File: config.mk
export PLATFORM = sky130hd
export DESIGN_NAME = lsu_unit_flat
export DESIGN_NICKNAME = d
export VERILOG_FILES = /design/src/rtl/lsu_unit_if.sv /design/src/rtl/lsu_unit.sv /design/src/flat_wrapper.sv
export SDC_FILE = /design/constraint.sdc
export NUM_CORES = 1
export LEC_CHECK = 0
export CORE_AREA = 2 2 110 112
export CTS_CLUSTER_DIAMETER = 200
export DETAILED_ROUTE_END_ITERATION = 8
export DIE_AREA = 0 0 112 114
export HOLD_SLACK_MARGIN = 0.03
export PLACE_DENSITY = 0.85
export RECOVER_POWER = 25
export SLEW_MARGIN = 20
export SYNTH_ARGS = -nofsm -noshare
export SYNTH_HDL_FRONTEND = slang
export SYNTH_SLANG_ARGS = --single-unit
File: constraint.sdc
create_clock -name clk -period 4.1 [get_ports clk]
set_input_delay 0.82 -clock clk [delete_from_list [all_inputs] [get_ports clk]]
set_output_delay 0.82 -clock clk [all_outputs]
set_load 0.005 [all_outputs]
File: src/rtl/lsu_unit_if.sv
// Data-memory port of the load/store unit: registered request, byte enables and
// store data out; ack with read data back.
interface lsu_unit_if;
  logic        mem_req;
  logic        mem_we;
  logic [31:0] mem_addr;
  logic [3:0]  mem_be;
  logic [31:0] mem_wdata;
  logic        mem_ack;
  logic [31:0] mem_rdata;

  modport master (
    output mem_req, mem_we, mem_addr, mem_be, mem_wdata,
    input  mem_ack, mem_rdata
  );

  modport slave (
    input  mem_req, mem_we, mem_addr, mem_be, mem_wdata,
    output mem_ack, mem_rdata
  );
endinterface

File: src/rtl/lsu_unit.sv
// RV32I load/store unit: checks legality, issues one req/ack memory access and
// returns aligned, sign/zero-extended load data; stalls the core while in flight.
module lsu_unit (
  input  logic              clk,
  input  logic              rst_n,
  input  logic              ex_valid,
  input  logic              ex_load,
  input  logic              ex_store,
  input  logic [2:0]        funct3,
  input  logic [31:0]       alu_result,
  input  logic [31:0]       rs2_data,
  output logic              lsu_busy,
  output logic              lsu_done,
  output logic [31:0]       load_data,
  output logic              lsu_fault,
  output logic [1:0]        fault_cause,
  lsu_unit_if.master        mem
);

  typedef enum logic [1:0] {IDLE, REQ, DONE, FAULT} state_t;

  localparam logic [1:0] CAUSE_NONE    = 2'b00;
  localparam logic [1:0] CAUSE_MISALGN = 2'b01;
  localparam logic [1:0] CAUSE_ILLEGAL = 2'b10;

  state_t      state_q, state_d;
  logic        start;
  logic [1:0]  cause_d, cause_q;
  logic [3:0]  be_d, be_q;
  logic [31:0] wdata_d, wdata_q;
  logic [31:0] addr_q;
  logic        we_q, req_q;
  logic [2:0]  f3_q;
  logic [1:0]  off_q;
  logic [31:0] shifted;
  logic [7:0]  byte_sel;
  logic [15:0] half_sel;
  logic [31:0] ext_d, load_q;

  assign start = ex_valid & (ex_load | ex_store);

  // Illegal encoding outranks misalignment; store wins when both flags are set.
  // NOTE: every always_comb output gets a default first so no path leaves it unassigned (no latch).
  always_comb begin
    cause_d = CAUSE_NONE;
    if (ex_store ? (funct3[2] | (funct3[1:0] == 2'b11))
                 : ((funct3 == 3'b011) | (funct3[2:1] == 2'b11)))
      cause_d = CAUSE_ILLEGAL;
    else if (((funct3[1:0] == 2'b01) & alu_result[0]) |
             ((funct3[1:0] == 2'b10) & (alu_result[1:0] != 2'b00)))
      cause_d = CAUSE_MISALGN;
  end

  always_comb begin
    be_d    = 4'b1111;
    wdata_d = rs2_data;
    case (funct3[1:0])
      2'b00: begin
        be_d    = 4'b0001 << alu_result[1:0];
        wdata_d = {4{rs2_data[7:0]}};
      end
      2'b01: begin
        be_d    = 4'b0011 << {alu_result[1], 1'b0};
        wdata_d = {2{rs2_data[15:0]}};
      end
      default: ;
    endcase
  end

  // Lane selection uses the offset latched at accept time, not the live ALU bus.
  assign shifted  = mem.mem_rdata >> {off_q, 3'b000};
  assign byte_sel = shifted[7:0];
  assign half_sel = off_q[1] ? mem.mem_rdata[31:16] : mem.mem_rdata[15:0];

  always_comb begin
    case (f3_q)
      3'b000:  ext_d = {{24{byte_sel[7]}}, byte_sel};
      3'b001:  ext_d = {{16{half_sel[15]}}, half_sel};
      3'b100:  ext_d = {24'h0, byte_sel};
      3'b101:  ext_d = {16'h0, half_sel};
      default: ext_d = mem.mem_rdata;
    endcase
  end

  always_comb begin
    state_d     = state_q;
    lsu_busy    = 1'b0;
    lsu_done    = 1'b0;
    lsu_fault   = 1'b0;
    fault_cause = CAUSE_NONE;
    case (state_q)
      IDLE: if (start) begin
        lsu_busy = 1'b1;
        state_d  = (cause_d != CAUSE_NONE) ? FAULT : REQ;
      end
      REQ: begin
        lsu_busy = 1'b1;
        if (mem.mem_ack) state_d = DONE;
      end
      DONE: begin
        lsu_done = 1'b1;
        state_d  = IDLE;
      end
      FAULT: begin
        lsu_done    = 1'b1;
        lsu_fault   = 1'b1;
        fault_cause = cause_q;
        state_d     = IDLE;
      end
      default: state_d = IDLE;
    endcase
  end

  // NOTE: sequential state uses non-blocking assignments so every flop samples pre-edge values.
  always_ff @(posedge clk or negedge rst_n) begin
    if (!rst_n) begin
      state_q <= IDLE;
      cause_q <= CAUSE_NONE;
      req_q   <= 1'b0;
      we_q    <= 1'b0;
      addr_q  <= 32'h0;
      be_q    <= 4'h0;
      wdata_q <= 32'h0;
      f3_q    <= 3'b000;
      off_q   <= 2'b00;
      load_q  <= 32'h0;
    end else begin
      state_q <= state_d;
      if (state_q == IDLE && start) begin
        cause_q <= cause_d;
        if (cause_d == CAUSE_NONE) begin
          req_q   <= 1'b1;
          we_q    <= ex_store;
          addr_q  <= {alu_result[31:2], 2'b00};
          be_q    <= be_d;
          wdata_q <= wdata_d;
          f3_q    <= funct3;
          off_q   <= alu_result[1:0];
        end
      end
      if (state_q == REQ && mem.mem_ack) begin
        req_q <= 1'b0;
        if (!we_q) load_q <= ext_d;
      end
    end
  end

  assign load_data     = load_q;
  assign mem.mem_req   = req_q;
  assign mem.mem_we    = we_q;
  assign mem.mem_addr  = addr_q;
  assign mem.mem_be    = be_q;
  assign mem.mem_wdata = wdata_q;

endmodule
File: src/flat_wrapper.sv
// flat-port wrapper written by rule: the top's interface ports become plain ports
module lsu_unit_flat 
  (clk, rst_n, ex_valid, ex_load, ex_store, funct3, alu_result, rs2_data, lsu_busy, lsu_done, load_data, lsu_fault, fault_cause, mem_mem_req, mem_mem_we, mem_mem_addr, mem_mem_be, mem_mem_wdata, mem_mem_ack, mem_mem_rdata);
  lsu_unit_if mem_i ();
  input  logic clk;
  input  logic rst_n;
  input  logic ex_valid;
  input  logic ex_load;
  input  logic ex_store;
  input  logic [2:0] funct3;
  input  logic [31:0] alu_result;
  input  logic [31:0] rs2_data;
  output logic lsu_busy;
  output logic lsu_done;
  output logic [31:0] load_data;
  output logic lsu_fault;
  output logic [1:0] fault_cause;
  output wire logic [$bits(mem_i.mem_req)-1:0] mem_mem_req;
  output wire logic [$bits(mem_i.mem_we)-1:0] mem_mem_we;
  output wire logic [$bits(mem_i.mem_addr)-1:0] mem_mem_addr;
  output wire logic [$bits(mem_i.mem_be)-1:0] mem_mem_be;
  output wire logic [$bits(mem_i.mem_wdata)-1:0] mem_mem_wdata;
  input wire logic [$bits(mem_i.mem_ack)-1:0] mem_mem_ack;
  input wire logic [$bits(mem_i.mem_rdata)-1:0] mem_mem_rdata;
  assign mem_mem_req = mem_i.mem_req;
  assign mem_mem_we = mem_i.mem_we;
  assign mem_mem_addr = mem_i.mem_addr;
  assign mem_mem_be = mem_i.mem_be;
  assign mem_mem_wdata = mem_i.mem_wdata;
  assign mem_i.mem_ack = mem_mem_ack;
  assign mem_i.mem_rdata = mem_mem_rdata;
  lsu_unit u_core (.clk(clk), .rst_n(rst_n), .ex_valid(ex_valid), .ex_load(ex_load), .ex_store(ex_store), .funct3(funct3), .alu_result(alu_result), .rs2_data(rs2_data), .lsu_busy(lsu_busy), .lsu_done(lsu_done), .load_data(load_data), .lsu_fault(lsu_fault), .fault_cause(fault_cause), .mem(mem_i));
endmodule
### After elaboration in Yosys (flattened, before gate mapping)

Cells that the tools add are included.

| word-level totals | value |
|---|---|
| bits in registers | 109 |
| logic and storage cells | 68 |

| cells by class | value |
|---|---|
| equality and inequality tests | 13 |
| shift operators | 3 |
| muxes and demuxes | 19 |
| bitwise operators | 8 |
| reduce and logical (&&, ||, !) cells | 15 |

Operators by type and width:

| cell | count |
|---|---|
| $pmux 32 s4 | 1 |
| $pmux 32 s2 | 1 |
| $shr 32x5->8 | 1 |
| $mux 16 | 1 |
| $eq 2x2->1 const B | 5 |
| $mux 2 | 5 |
| $mux 1 | 8 |
| $pmux 4 s2 | 1 |
| $reduce_and 2->1 | 4 |
| $reduce_bool 2->1 | 4 |
| $eq 3x3->1 const B | 2 |
| $logic_not 2->1 | 3 |
| $pmux 2 s3 | 1 |
| $eq 2x1->1 const B | 2 |
| $or 1x1->1 | 4 |
| $shl 1x2->4 const A | 1 |
| $shl 2x2->4 const A | 1 |
| $and 1x1->1 | 3 |
| $eq 3x1->1 const B | 1 |
| $eq 3x2->1 const B | 1 |
| $logic_not 3->1 | 1 |
| $logic_and 1x1->1 | 2 |
| $ne 2x1->1 const B | 1 |
| $ne 2x2->1 const B | 1 |
| other kinds (3) | 3 |

### Depth between registers and ports, before layout

| logic depth | value |
|---|---|
| depth after elaboration | 9 |
| mapped depth | 7 |
| gate-level depth less buffers | 4 |

### Worst setup path before layout

Ideal clock, no wire load.

| path | value |
|---|---|
| path type | input port to flip-flop |
| start | input port funct3[0] |
| end | register u_core.addr_q[10] (netlist: u_core.mem.mem_addr[10]) |
| setup time | 0.125 ns |
| arrival time | 2.020 ns |
| data required time | 3.975 ns |
| setup slack | 1.955 ns |
| stages on the path | 6 |
| path buffers | 3 |
| path through | buf_6 -> a221oi_2 -> o211ai_2 -> buf_6 -> buf_6 -> mux2_4 |

| between the ends | value |
|---|---|
| longest elaborated chain between the ends | 7 |
| elaborated cells between the ends (all ways) | 14 |
| those cells by class | eq/ne (4); mux (3); bitwise (5); reduce/logical (2) |

Ends and longest elaborated chain:

| what | line | text |
|---|---|---|
| from (decl) | flat_wrapper.sv:10 | `input logic [2:0] funct3;` |
| $eq 2x1->1 or $eq 2x2->1 (tied branches) | lsu_unit.sv:49, lsu_unit.sv:50 |  |
| $and 1x1->1, on equally long branches | lsu_unit.sv:49, lsu_unit.sv:50 |  |
| $or 1x1->1 | lsu_unit.sv:49 | `else if (((funct3[1:0] == 2'b01) & alu_result[0]) \|` |
| $mux 1 | lsu_unit.sv:49 |  |
| $mux 2 * | lsu_unit.sv:46 | `if (ex_store ? (funct3[2] \| (funct3[1:0] == 2'b11))` |
| $logic_not 2->1 * | lsu_unit.sv:131 | `if (cause_d == CAUSE_NONE) begin` |
| $reduce_and 2->1 (no line) * | - |  |
| to (signal assigned) | lsu_unit.sv:134 | `addr_q <= {alu_result[31:2], 2'b00};` |
| to (decl) | lsu_unit.sv:31 | `logic [31:0] addr_q;` |

Mark *: on every way between the ends. The rest lies on a longest branch, timed or not.
A chain may end at the register's enable or synchronous reset.

### Worst setup path after layout

| path | value |
|---|---|
| start | input port ex_store |
| end | output port lsu_busy |

| between the ends | value |
|---|---|
| longest elaborated chain between the ends | 4 |

Ends and longest elaborated chain:

| what | line | text |
|---|---|---|
| from (decl) | flat_wrapper.sv:9 | `input logic ex_store;` |
| $or 1x1->1 | lsu_unit.sv:40 | `assign start = ex_valid & (ex_load \| ex_store);` |
| $and 1x1->1 | lsu_unit.sv:40 |  |
| $mux 1 | lsu_unit.sv:92 | `IDLE: if (start) begin` |
| $pmux 1 s2 | lsu_unit.sv:91 | `case (state_q)` |
| to (decl) | flat_wrapper.sv:13 | `output logic lsu_busy;` |

No other way between the ends.

==> reports/metrics.cfg <==
[outcome]
status = complete, but fails checks
violations = max-capacitance violations, max-slew violations

[worst_setup_path]
path_max_fanout = 6
cp-start-kind = input port
critPathTopFamily = buffers and inverters
cpPeakStageDelay_ns = 0.61
crit_path_end_kind = output port
slowest_stage = clkdlybuf4s50_1
cpMostUsedCell = clkdlybuf4s50_1
critPathRequiredTime_ns = 3.28
crit_chain = clkdlybuf4s50_1, o21ai_0, a21oi_1, clkdlybuf4s50_1
setup.worst_path.class = in -> out
worstPathBufferInverterCount = 2
worstPathArrival_ns = 2.27

[global_route]
grt_pass1_vias = 4658
busiest_layer = met2
track_usage_pct = 23.7
met1_usage_pct = 28.0
met3_usage_pct = 6.96
grt_antenna_before_repair = 0
grt_remaining_overflow = 0
met2_usage_pct = 40.4
grt_max_degree = 61
grt_pass1_wl_microns = 23800

[timing]
setup_violations = 0
slew-limit-headroom_pct = -87.6
worstMarginPinSlew_ns = 2.81
final_hold_viol_count = 0
rsz0062_at_grt = no
fin_ws_ns = 1.01
holdWs_ns = 0.483
maxSlewViolCount = 53
setup_tns_ns = 0
period_share_pct = 75.5
period_minus_slack_ns = 3.09
max_freq_mhz = 323
skew_ns = 0.00501

[clocking]
cts_resized = 0
cts_buffers = 9
cts_tree = yes
cts-root-buf = clkbuf_16
ctsHoldBuffers = 0
clkTransAtPathRegs_ns = 0.07
post_cts_buffers = 0
cts_sinks = 109
worstSkewPairLatency_ns = 0.34
cts_buffer_depth = 2
htreeDepth = 3

[power]
combPwrFrac_pct = 42.4
p_sw_mw = 1.60
swShare_pct = 30.2
p_int_mw = 3.69
cellPowerDensity_nw_per_um2 = 678
power_frac_seq_pct = 38.3
max-vdd-ir-drop_uv = 350
leakagePower_nw = 3.44
clkPwrFrac_pct = 19.3

[final_layout]
design_area_sq_um = 7800
area_delta_synth_final_pct = 47.3
nets = 782
layout-drive-gt1-share_pct = 12.5
final_cells = 829
nFillCells = 899
antennaDiodeCount = 0

[synthesis]
synth-adder-area-share_pct = 0
avgSynthCellArea_sq_um = 10.9
synth_compound_area_share_pct = 10.3
syn_area_sq_um = 5300
yosysTopAreaCell = dfrtp_1
synth_edf_count = 0
synth_flop_cell = dfrtp_1
yosysMostFrequentCell = dfrtp_1
synth.mux.area_fraction_pct = 19.4
synth_top_family_by_area = multiplexers
ys_top_cells_by_count = 109 x dfrtp_1, 75 x nand2_1, 39 x mux2_4, 36 x nand3_1, 32 x o21ai_0
yosysWarnings = 0
synth_cells = 485
synth.distinct_cells = 44
synthSimpleGateAreaFrac_pct = 14.6
synth_xor_area_share_pct = 0
yosysTopAreaCellShare_pct = 51.5
synth-seq-area-share_pct = 51.5
synth_area_leaders = dfrtp_1 52%, mux2_4 11%, nand2_1 5.3%
async_flop_share_pct = 100
synth_seq_cells = 109

[placement]
dp_hpwl_microns = 11400
place_area_sq_um = 7450
place_ws_ns = 1.01
dp_cells = 813
gp_congestion = 0.875
portBuffers = 209

[route]
ant_nets = 0
via_count = 4591
wire_per_inst_microns = 18.5
wl_microns = 15300
via_per_inst = 5.54
firstDrtPassIters = 5
drc = 0
drtIter0Drc = 445

[die]
dieArea_sq_um = 12800
die_width_microns = 112
num_rows = 40
dieHeight_microns = 114
core_sq_um = 11700
io_pins = 212
initial_core_util_pct = 45.2

[run]
cap_violations = 1

[hold_path]
worstHoldPathType = reg -> reg

-- worst min-delay path, delay by kind of cell (launching register included) --
kind	cells	cell delay, ns
AND/OR/NAND/NOR	1	0.04
AO/OA/AOI/OAI	1	0.06
flip-flops	1	0.35
-- layer usage --
metal | part of all wire (%) | vias up
met5 | 0 | -
met4 | 3.1 | 0
met3 | 9.6 | 36
met2 | 49 | 265
met1 | 38 | 2206
li1 | - | 2084
-- stage by stage --
| stage | total power, mW | util [%] |
|---|---|---|
| 3_3_place_gp | 4.19 | 63.6 |
| 5_1_grt | 5.60 | 66.6 |
| 2_1_floorplan | 2.90 | - |
| 3_5_place_dp | 4.28 | 63.6 |
| 6_report | 5.29 | 66.6 |
| 4_1_cts | 5.34 | 66.7 |
-- flip-flops by register name (all words and copies together), names as in the netlist --
name and count:
u_core.mem.mem_addr 30, u_core.load_data 32, u_core.state_q 2, u_core.mem.mem_be 4, u_core.mem.mem_req 1, u_core.cause_q 2, u_core.mem.mem_we 1, u_core.f3_q 3
u_core.off_q 2, u_core.mem.mem_wdata 32
-- path summary, 6_finish.rpt --
path / from / end / slack (ns) / depth (start not counted)
min in group asynchronous: rst_n / u_core.mem.mem_addr[28]$_DFFE_PN0P_ / 1.38 / 1
setup reg to reg: u_core.off_q[1]$_DFFE_PN0P_ / u_core.load_data[29]$_DFFE_PN0P_ / 1.74 / 3
setup / recovery: ex_store / lsu_busy / 1.01 / 4
max in group asynchronous: rst_n / u_core.mem.mem_addr[17]$_DFFE_PN0P_ / 1.11 / 2
hold / removal: u_core.mem.mem_wdata[27]$_DFFE_PN0P_ / u_core.mem.mem_wdata[27]$_DFFE_PN0P_ / 0.48 / 2
hold reg to reg: u_core.mem.mem_wdata[27]$_DFFE_PN0P_ / u_core.mem.mem_wdata[27]$_DFFE_PN0P_ / 0.48 / 2
-- cell families after synthesis --
family,count (synthesis)
AND/OR/NAND/NOR,163
flip-flops,109
AO/OA/AOI/OAI,91
multiplexers,79
buffers and inverters,42
other,1
-- cells in the final DEF, fill, tap and decap left out, types with 10 or more instances in the layout --
cell               n
clkdlybuf4s50_1  208
dfrtp_1          109
nand2_1           75
mux2_4            39
nand3_1           36
o21ai_0           32
a21oi_1           28
mux2i_1           24
nor2_1            18
mux2_2            14
nand3b_1          10
-- power by group through the flow --
stage	Sequential [mW]	Clock [mW]	Combinational, mW
global route	2.10	1.09	2.41
detailed placement	2.03	0	2.26
CTS	2.02	1.05	2.27
floorplan	1.93	0	0.968
finish	2.03	1.02	2.24
global placement	2.01	0	2.18
-- layout make-up --
cell class	instances	area, sq um	share of cell area, %
flip-flops and latches	109	2730	35.0
multi-input cells	335	2360	30.3
repair buffers	218	2150	27.6
clock buffers	11	253	3.24
well taps	147	184	2.36
clock inverters	5	106	1.36
inverters	4	15.0	0.192
Power figures use the tool's default switching activity.
